**config.mk**
```make
export PLATFORM = sky130hd
export DESIGN_NAME = io_bus_controller_flat
export DESIGN_NICKNAME = d
export VERILOG_FILES = /design/src/rtl/io_bus_pkg.sv /design/src/rtl/io_bus_controller_if.sv /design/src/rtl/io_rr_arbiter.sv /design/src/rtl/io_bus_controller.sv /design/src/flat_wrapper.sv
export SDC_FILE = /design/constraint.sdc
export NUM_CORES = 1
export LEC_CHECK = 0
export ABC_AREA = 1
export BUFFER_PORTS_ARGS = -buffer_cell sky130_fd_sc_hd__buf_4
export CAP_MARGIN = 10
export CORE_MARGIN = 2
export CORE_UTILIZATION = 40
export CTS_BUF_LIST = sky130_fd_sc_hd__clkbuf_8
export CTS_CLUSTER_SIZE = 30
export DETAILED_ROUTE_END_ITERATION = 7
export PLACE_DENSITY_LB_ADDON = 0.25
export SYNTH_ARGS = -nofsm -noshare
export SYNTH_HDL_FRONTEND = slang
export SYNTH_HIERARCHICAL = 1
export SYNTH_SLANG_ARGS = --single-unit
```
**constraint.sdc**
```tcl
create_clock -name clk -period 2 [get_ports clk]
set_input_delay 0.2 -clock clk [delete_from_list [all_inputs] [get_ports clk]]
set_output_delay 0.2 -clock clk [all_outputs]
set_load 0.01 [all_outputs]
```
**src/rtl/io_bus_pkg.sv**
```systemverilog
// Shared constants and types for the board IO bus front end:
// register offsets, access FSM states and requester ids.
package io_bus_pkg;

  localparam logic [4:0] OFF_HEX  = 5'h00;
  localparam logic [4:0] OFF_LEDR = 5'h04;
  localparam logic [4:0] OFF_LEDG = 5'h08;
  localparam logic [4:0] OFF_KEYS = 5'h10;
  localparam logic [4:0] OFF_SW   = 5'h14;

  typedef enum logic [1:0] {
    IDLE,
    ACCESS,
    RESP
  } state_t;

  typedef enum logic {
    REQ_CPU = 1'b0,
    REQ_DBG = 1'b1
  } req_id_t;

endpackage

```
**src/rtl/io_bus_controller_if.sv**
```systemverilog
// Requester, response and IO-block signals of the IO bus front end.
// master = requesters + IO block model, slave = the controller.
interface io_bus_controller_if #(
  parameter int DATA_BIT_WIDTH = 32,
  parameter int ADDR_BIT_WIDTH = 32
) ();

  logic                      cpu_req;
  logic                      cpu_we;
  logic [ADDR_BIT_WIDTH-1:0] cpu_addr;
  logic [DATA_BIT_WIDTH-1:0] cpu_wdata;
  logic                      cpu_ack;

  logic                      dbg_req;
  logic                      dbg_we;
  logic [ADDR_BIT_WIDTH-1:0] dbg_addr;
  logic [DATA_BIT_WIDTH-1:0] dbg_wdata;
  logic                      dbg_ack;

  logic                      rsp_err;
  logic [DATA_BIT_WIDTH-1:0] rsp_rdata;

  logic                      is_hex;
  logic                      is_ledr;
  logic                      is_ledg;
  logic                      is_switches;
  logic [DATA_BIT_WIDTH-1:0] io_data_in;
  logic [DATA_BIT_WIDTH-1:0] io_out;

  modport master (
    output cpu_req, cpu_we, cpu_addr, cpu_wdata,
    output dbg_req, dbg_we, dbg_addr, dbg_wdata,
    output io_out,
    input  cpu_ack, dbg_ack, rsp_err, rsp_rdata,
    input  is_hex, is_ledr, is_ledg, is_switches, io_data_in
  );

  modport slave (
    input  cpu_req, cpu_we, cpu_addr, cpu_wdata,
    input  dbg_req, dbg_we, dbg_addr, dbg_wdata,
    input  io_out,
    output cpu_ack, dbg_ack, rsp_err, rsp_rdata,
    output is_hex, is_ledr, is_ledg, is_switches, io_data_in
  );

endinterface

```
**src/rtl/io_rr_arbiter.sv**
```systemverilog
// Two-requester round-robin arbiter (CPU / debug).
// On a tie the requester that did not win last time is granted.
module io_rr_arbiter
  import io_bus_pkg::*;
(
  input  logic [1:0] req,
  input  req_id_t    lastGrant,
  output req_id_t    grant
);

  // lone requester wins; a tie alternates away from the last winner
  always_comb begin
    grant = REQ_CPU;
    unique case (1'b1)
      (req == 2'b11): grant = (lastGrant == REQ_CPU) ? REQ_DBG : REQ_CPU;
      (req == 2'b10): grant = REQ_DBG;
      default:        grant = REQ_CPU;
    endcase
  end

endmodule

```
**src/rtl/io_bus_controller.sv**
```systemverilog
// Memory-mapped front end for the board IO block (HEX/LEDR/LEDG/keys/switches).
// Optional KEY_EDGE_LATCH_EN: sticky key-press register cleared by a KEYS read.
module io_bus_controller
  import io_bus_pkg::*;
#(
  parameter int DATA_BIT_WIDTH = 32,
  parameter int ADDR_BIT_WIDTH = 32,
  parameter logic [ADDR_BIT_WIDTH-1:0] IO_BASE = 32'hF0000000
) (
  input logic                clk,
  input logic                reset,
  io_bus_controller_if.slave bus
);

  state_t  state, stateNext;
  req_id_t lastGrant, grant;

  logic                      latWe;
  logic [ADDR_BIT_WIDTH-1:0] latAddr;
  logic [DATA_BIT_WIDTH-1:0] latWdata;
  logic [DATA_BIT_WIDTH-1:0] shadowHex;
  logic [9:0]                shadowLedr;
  logic [7:0]                shadowLedg;
  logic                      rspErr;
  logic [DATA_BIT_WIDTH-1:0] rspRdata;

  logic                      accErr;
  logic [DATA_BIT_WIDTH-1:0] accRdata;
  logic                      hexStb, ledrStb, ledgStb, swSel;
  logic [3:0]                keysVal;
  logic                      anyReq, baseHit, inResp;
  logic                      hitHex, hitLedr, hitLedg, hitKeys, hitSw;
  logic                      unusedBits;

  assign anyReq  = bus.cpu_req | bus.dbg_req;
  assign baseHit = (latAddr[ADDR_BIT_WIDTH-1:5] == IO_BASE[ADDR_BIT_WIDTH-1:5])
                 && (latAddr[1:0] == 2'b00);
  assign hitHex  = baseHit && (latAddr[4:0] == OFF_HEX);
  assign hitLedr = baseHit && (latAddr[4:0] == OFF_LEDR);
  assign hitLedg = baseHit && (latAddr[4:0] == OFF_LEDG);
  assign hitKeys = baseHit && (latAddr[4:0] == OFF_KEYS);
  assign hitSw   = baseHit && (latAddr[4:0] == OFF_SW);
  assign inResp  = (state == RESP) && !reset;
  assign unusedBits = ^bus.io_out[DATA_BIT_WIDTH-1:10];

  io_rr_arbiter u_arb (
    .req       ({bus.dbg_req, bus.cpu_req}),
    .lastGrant (lastGrant),
    .grant     (grant)
  );

  // state register
  always_ff @(posedge clk) begin
    if (reset) state <= IDLE;
    else       state <= stateNext;
  end

  // IDLE -> ACCESS -> RESP -> IDLE, one cycle each after a grant
  always_comb begin
    stateNext = state;
    unique case (state)
      IDLE:    if (anyReq) stateNext = ACCESS;
      ACCESS:  stateNext = RESP;
      RESP:    stateNext = IDLE;
      default: stateNext = IDLE;
    endcase
  end

  // address decode and read mux for the access cycle
  always_comb begin
    hexStb   = 1'b0;
    ledrStb  = 1'b0;
    ledgStb  = 1'b0;
    swSel    = 1'b0;
    accErr   = 1'b0;
    accRdata = '0;
    if (state == ACCESS) begin
      if (latWe) begin
        unique case (1'b1)
          hitHex:  hexStb  = 1'b1;
          hitLedr: ledrStb = 1'b1;
          hitLedg: ledgStb = 1'b1;
          default: accErr  = 1'b1;
        endcase
      end else begin
        unique case (1'b1)
          hitSw: begin
            swSel    = 1'b1;
            accRdata = DATA_BIT_WIDTH'(bus.io_out[9:0]);
          end
          hitKeys: accRdata = DATA_BIT_WIDTH'(keysVal);
          hitHex:  accRdata = shadowHex;
          hitLedr: accRdata = DATA_BIT_WIDTH'(shadowLedr);
          hitLedg: accRdata = DATA_BIT_WIDTH'(shadowLedg);
          default: accErr   = 1'b1;
        endcase
      end
    end
  end

  // grant latch, shadow registers and response capture
  always_ff @(posedge clk) begin
    if (reset) begin
      lastGrant  <= REQ_DBG;
      latWe      <= 1'b0;
      latAddr    <= '0;
      latWdata   <= '0;
      shadowHex  <= '0;
      shadowLedr <= '0;
      shadowLedg <= '0;
      rspErr     <= 1'b0;
      rspRdata   <= '0;
    end else begin
      if (state == IDLE && anyReq) begin
        lastGrant <= grant;
        latWe     <= (grant == REQ_CPU) ? bus.cpu_we    : bus.dbg_we;
        latAddr   <= (grant == REQ_CPU) ? bus.cpu_addr  : bus.dbg_addr;
        latWdata  <= (grant == REQ_CPU) ? bus.cpu_wdata : bus.dbg_wdata;
      end
      if (hexStb)  shadowHex  <= latWdata;
      if (ledrStb) shadowLedr <= latWdata[9:0];
      if (ledgStb) shadowLedg <= latWdata[7:0];
      if (state == ACCESS) begin
        rspErr   <= accErr;
        rspRdata <= accRdata;
      end
    end
  end

`ifdef KEY_EDGE_LATCH_EN
  logic [3:0] keyPrev, keySticky, keyPress;
  logic       keyClr;

  assign keyPress = (state == IDLE) ? (keyPrev & ~bus.io_out[3:0]) : 4'b0;
  assign keyClr   = (state == ACCESS) && !latWe && hitKeys;
  assign keysVal  = keySticky;

  // keys are active-low: a 1->0 step seen in IDLE is a press
  always_ff @(posedge clk) begin
    if (reset) begin
      keyPrev   <= 4'b0;
      keySticky <= 4'b0;
    end else begin
      if (state == IDLE) keyPrev <= bus.io_out[3:0];
      keySticky <= (keyClr ? 4'b0 : keySticky) | keyPress;
    end
  end
`else
  assign keysVal = bus.io_out[3:0];
`endif

  assign bus.is_hex      = hexStb  && !reset;
  assign bus.is_ledr     = ledrStb && !reset;
  assign bus.is_ledg     = ledgStb && !reset;
  assign bus.is_switches = swSel   && !reset;
  assign bus.io_data_in  = (state == ACCESS && !reset) ? latWdata : '0;
  assign bus.cpu_ack     = inResp && (lastGrant == REQ_CPU);
  assign bus.dbg_ack     = inResp && (lastGrant == REQ_DBG);
  assign bus.rsp_err     = inResp && rspErr;
  assign bus.rsp_rdata   = inResp ? rspRdata : '0;

endmodule

```
**src/flat_wrapper.sv**
```systemverilog
// flat-port wrapper written by rule: the top's interface ports become plain ports
module io_bus_controller_flat import io_bus_pkg::*;
#(
  parameter int DATA_BIT_WIDTH = 32,
  parameter int ADDR_BIT_WIDTH = 32,
  parameter logic [ADDR_BIT_WIDTH-1:0] IO_BASE = 32'hF0000000
)
  (clk, reset, bus_cpu_req, bus_cpu_we, bus_cpu_addr, bus_cpu_wdata, bus_dbg_req, bus_dbg_we, bus_dbg_addr, bus_dbg_wdata, bus_io_out, bus_cpu_ack, bus_dbg_ack, bus_rsp_err, bus_rsp_rdata, bus_is_hex, bus_is_ledr, bus_is_ledg, bus_is_switches, bus_io_data_in);
  io_bus_controller_if #(.DATA_BIT_WIDTH(DATA_BIT_WIDTH), .ADDR_BIT_WIDTH(ADDR_BIT_WIDTH)) bus_i ();
  input logic clk;
  input logic reset;
  input wire logic [$bits(bus_i.cpu_req)-1:0] bus_cpu_req;
  input wire logic [$bits(bus_i.cpu_we)-1:0] bus_cpu_we;
  input wire logic [$bits(bus_i.cpu_addr)-1:0] bus_cpu_addr;
  input wire logic [$bits(bus_i.cpu_wdata)-1:0] bus_cpu_wdata;
  input wire logic [$bits(bus_i.dbg_req)-1:0] bus_dbg_req;
  input wire logic [$bits(bus_i.dbg_we)-1:0] bus_dbg_we;
  input wire logic [$bits(bus_i.dbg_addr)-1:0] bus_dbg_addr;
  input wire logic [$bits(bus_i.dbg_wdata)-1:0] bus_dbg_wdata;
  input wire logic [$bits(bus_i.io_out)-1:0] bus_io_out;
  output wire logic [$bits(bus_i.cpu_ack)-1:0] bus_cpu_ack;
  output wire logic [$bits(bus_i.dbg_ack)-1:0] bus_dbg_ack;
  output wire logic [$bits(bus_i.rsp_err)-1:0] bus_rsp_err;
  output wire logic [$bits(bus_i.rsp_rdata)-1:0] bus_rsp_rdata;
  output wire logic [$bits(bus_i.is_hex)-1:0] bus_is_hex;
  output wire logic [$bits(bus_i.is_ledr)-1:0] bus_is_ledr;
  output wire logic [$bits(bus_i.is_ledg)-1:0] bus_is_ledg;
  output wire logic [$bits(bus_i.is_switches)-1:0] bus_is_switches;
  output wire logic [$bits(bus_i.io_data_in)-1:0] bus_io_data_in;
  assign bus_i.cpu_req = bus_cpu_req;
  assign bus_i.cpu_we = bus_cpu_we;
  assign bus_i.cpu_addr = bus_cpu_addr;
  assign bus_i.cpu_wdata = bus_cpu_wdata;
  assign bus_i.dbg_req = bus_dbg_req;
  assign bus_i.dbg_we = bus_dbg_we;
  assign bus_i.dbg_addr = bus_dbg_addr;
  assign bus_i.dbg_wdata = bus_dbg_wdata;
  assign bus_i.io_out = bus_io_out;
  assign bus_cpu_ack = bus_i.cpu_ack;
  assign bus_dbg_ack = bus_i.dbg_ack;
  assign bus_rsp_err = bus_i.rsp_err;
  assign bus_rsp_rdata = bus_i.rsp_rdata;
  assign bus_is_hex = bus_i.is_hex;
  assign bus_is_ledr = bus_i.is_ledr;
  assign bus_is_ledg = bus_i.is_ledg;
  assign bus_is_switches = bus_i.is_switches;
  assign bus_io_data_in = bus_i.io_data_in;
  io_bus_controller #(.DATA_BIT_WIDTH(DATA_BIT_WIDTH), .ADDR_BIT_WIDTH(ADDR_BIT_WIDTH), .IO_BASE(IO_BASE)) u_core (.clk(clk), .reset(reset), .bus(bus_i));
endmodule
```
==> key figures <==
STA
  – Count of final max-slew check failures: 0
  – Worst Tran Pin Value: just under 0.4 ns
  – Max Freq: 488.0 MHz
  – Tmin final: 2.049 ns
  – Fraction of the cycle the final worst path needs: 102.5%
  – Max_slew headroom: 73.46%
  – RSZ-0062 raised after global routing: yes
  – Final worst slack: -0.04904 ns
  – Count of final hold-check violations: 0
  – Final TNS setup: -0.1591 ns
  – Hold_ws: 0.02320 ns
  – Final Setup Violations: 4
  – Max Clock Skew: 0.01297 ns

Yosys
  – Yosys reg bits: 151
  – Syn Nets: 1,185
  – Synth warn: 6
  – Gate Count Post-Synth: 1,019
  – Synthesized area: between 6000 and 7000 µm²
  – Top post-synthesis cells by area: dfxtp_1 (43%), nand2_1 (12%), inv_1 (7.2%)
  – Post-synth cell types: 31
  – Post-synthesis sequential area ratio: 43.37%
  – Top-area cell type share of the netlist area: about 43%
  – Area leader, netlist: dfxtp_1
  – Avg Inst Size Synth: 6.840 µm²

Critical path
  – WS Path Type: reg -> out
  – Critical Path Sink: bus_is_ledr
  – Critical Path Fanout Max: 4
  – Worst R2R Start: u_core/state[1]
  – R2R cell count: 7
  – Slowest cell on crit path: dfxtp_2
  – Crit-path max cell delay: roughly 0.33 ns
  – Worst Path Buf+Inv: 2
  – Crit-path cells: nor2_2 > nand2_1 > nor2_1 > nand2_1 > nor2_4 > buf_6 > nand3_4 > nor2_4 > buf_6
  – Worst path depth: 9
  – Setup crit start kind: flop
  – Capture point of the worst reg-to-reg path: u_core/latAddr[8]
  – Reg2Reg Setup Slack: 0.13 ns
  – CP Capture Type: primary output
  – Worst Setup SP: u_core/latAddr[10]
  – Data required, critical path: 1.80 ns
  – Worst Path Arrival: around 1.9 ns
  – Top cell family by delay on the critical path: simple AND/OR/NAND/NOR gates

Drt
  – DR top layer: met4
  – DRC viols: 0
  – DRT Pass-1 Iters: 5
  – Routed Antenna Nets: 0
  – Final WL: 21,040 µm
  – M1 WL: 9655 µm
  – Met2 wire len: 9669 µm
  – Drt wl/cell: roughly 14 µm
  – Avg Vias per Cell: 4.794
  – DR iter-0 viols: 561
  – Metal3 WL: between 1000 and 1500 µm
  – Via count: 7,157

Floorplanning
  – Die Wd: 136.0 µm
  – Row cnt: 48
  – Initial Utilization: 40.58%
  – Die area: 18,500 µm²
  – Ports: 237
  – CORE AREA: roughly 17,000 µm²
  – Die height: 136.0 µm

Clock tree
  – CTS max path bufs: 2
  – H-tree depth: 4
  – CTS root buf: clkbuf_8
  – Clk sink count: 151
  – Clock transition at path regs: 0.08 ns
  – Clock Latency Late Sink: around 0.45 ns
  – CTS tree: built
  – Num CTS Buffers: 17

Global routing
  – Congestion Overflow GR: 0
  – Initial antenna violation count: 0
  – First-pass GRT wire length: 31,880 µm
  – Vias in the first global route: roughly 6,400
  – GRT Total Usage: about 22%
  – Largest net degree at the start of global routing: 124

Pwr
  – Max IR drop VDD: 0.4116 mV
  – P_leak: between 0.004 and 0.005 µW
  – P per Cell Area: 687.6 nW/µm²

Hold path
  – Worst Hold Launch: bus_cpu_wdata[22]
  – Min-Delay Path Class: in -> reg

Layout
  – Number of fill cells: 1,715
  – Inserted Diodes: 0
  – Layout cells sized above 1: 26.03%
  – Finished Core Util: 57.10%
  – Most common cell after layout, fill and taps aside: buf_4
  – Net total in the final layout: 1,422
  – Area growth from synthesis to layout: 40.69%
  – Post-route cell area: 9807 µm²
  – Commonest cells after routing, fill and taps aside: buf_4 (237), nand2_1 (221), dfxtp_1 (141), inv_1 (129), nor2_1 (90)

Status
  – Violated checks: negative setup slack
  – Run status: finished, violations left

Placed design
  – Post-DP Area: 8757 µm²
  – Place WS: 0.1334 ns
  – # port buffers: 214
  – GP Congestion: between 0.8 and 0.9
  – DPL Wire Length: between 10,000 and 15,000 µm

Flow run
  – Max-cap violations: 0
## area by class of cell
type	count	area, µm²	area share, %
clock inverter	11	101.3	1.033
clock buffer	20	275.3	2.807
tap	225	281.5	2.871
multi-input combinational	659	3188	32.51
inverter	137	530.5	5.410
sequential	151	3035	30.95
timing repair buffer	290	2395	24.42
## metal layers
layer  GRT usage [%]  vias up
met1           29.34     3165
li1                -     3767
met4           6.713        0
met2           34.70      203
met5               0        -
met3           6.003       22
## power by group
| part | internal, µW | total (µW) | switching (µW) |
|---|---|---|---|
| Sequential | 3170 | 3320 | 148 |
| Clock | 1070 | 2210 | 1140 |
| Combinational | 564 | 1210 | 645 |
| Total | 4810 | 6740 | 1940 |
## Yosys cell counts, drive strengths merged
cell type / instances
nand4: 10
nand3: 41
a21oi: 86
clkinv: 1
nor3: 1
nand2: 224
nand3b: 1
o21ai: 119
o211ai: 1
nor4: 1
buf: 24
inv: 136
o31ai: 2
dfxtp: 151
nor2: 107
or2: 1
a31oi: 65
clkbuf: 48
## worst register-to-register path: cells and delay by family (launching register included)
kind / cells / cell delay (ns)
compound gates: 3 / 0.37
buf+inv: 3 / 0.97
flops: 1 / 0.36
simple gates: 1 / 0.05
## state kept, by name (all words and copies together), names as in the netlist
| register | flops |
|---|---|
| u_core/rspRdata | 32 |
| u_core/shadowLedr | 10 |
| u_core/rspErr | 1 |
| u_core/shadowLedg | 8 |
| u_core/shadowHex | 32 |
| u_core/latAddr | 32 |
| u_core/lastGrant | 1 |
| u_core/latWe | 1 |
| u_core/state | 2 |
| u_core/latWdata | 32 |
## timing repair
item,CTS,global route
buffers inserted,3,2
hold endpoints to repair,27,2
pin swaps,1,17
hold buffers,39,2
cloned,0,2
resized for setup,22,30
endpoints found under the setup margin,33,47
## metrics by stage
stage          instances  total power, µW
2_1_floorplan       1019             3913
3_3_place_gp        1414             4384
3_5_place_dp        1414             4397
4_1_cts             1487             6700
5_1_grt             1493             7063
6_report            1493             6743
## worst min path at each step
stage | end | slack (ns) | cells past startpoint
floorplan | u_core/latAddr[0] | 0.36 | 2
global placement | u_core/shadowLedg[4] | 0.43 | 2
detailed placement | u_core/shadowLedg[6] | 0.44 | 2
CTS | u_core/latWdata[7] | 0.00001 | 3
global route | u_core/latWdata[6] | 0.003 | 3
finish | u_core/latWdata[22] | 0.02 | 3
## cell families (layout without fill, tap and decap cells)
family | Yosys count | in the layout | synth area share (%)
DFF | 151 | 151 | 43.37
AOI/OAI and AO/OA | 273 | 273 | 21.22
and+or+nand+nor | 386 | 386 | 22.90
buffers and inverters | 209 | 458 | 12.51
Power figures use the tool's default switching activity.
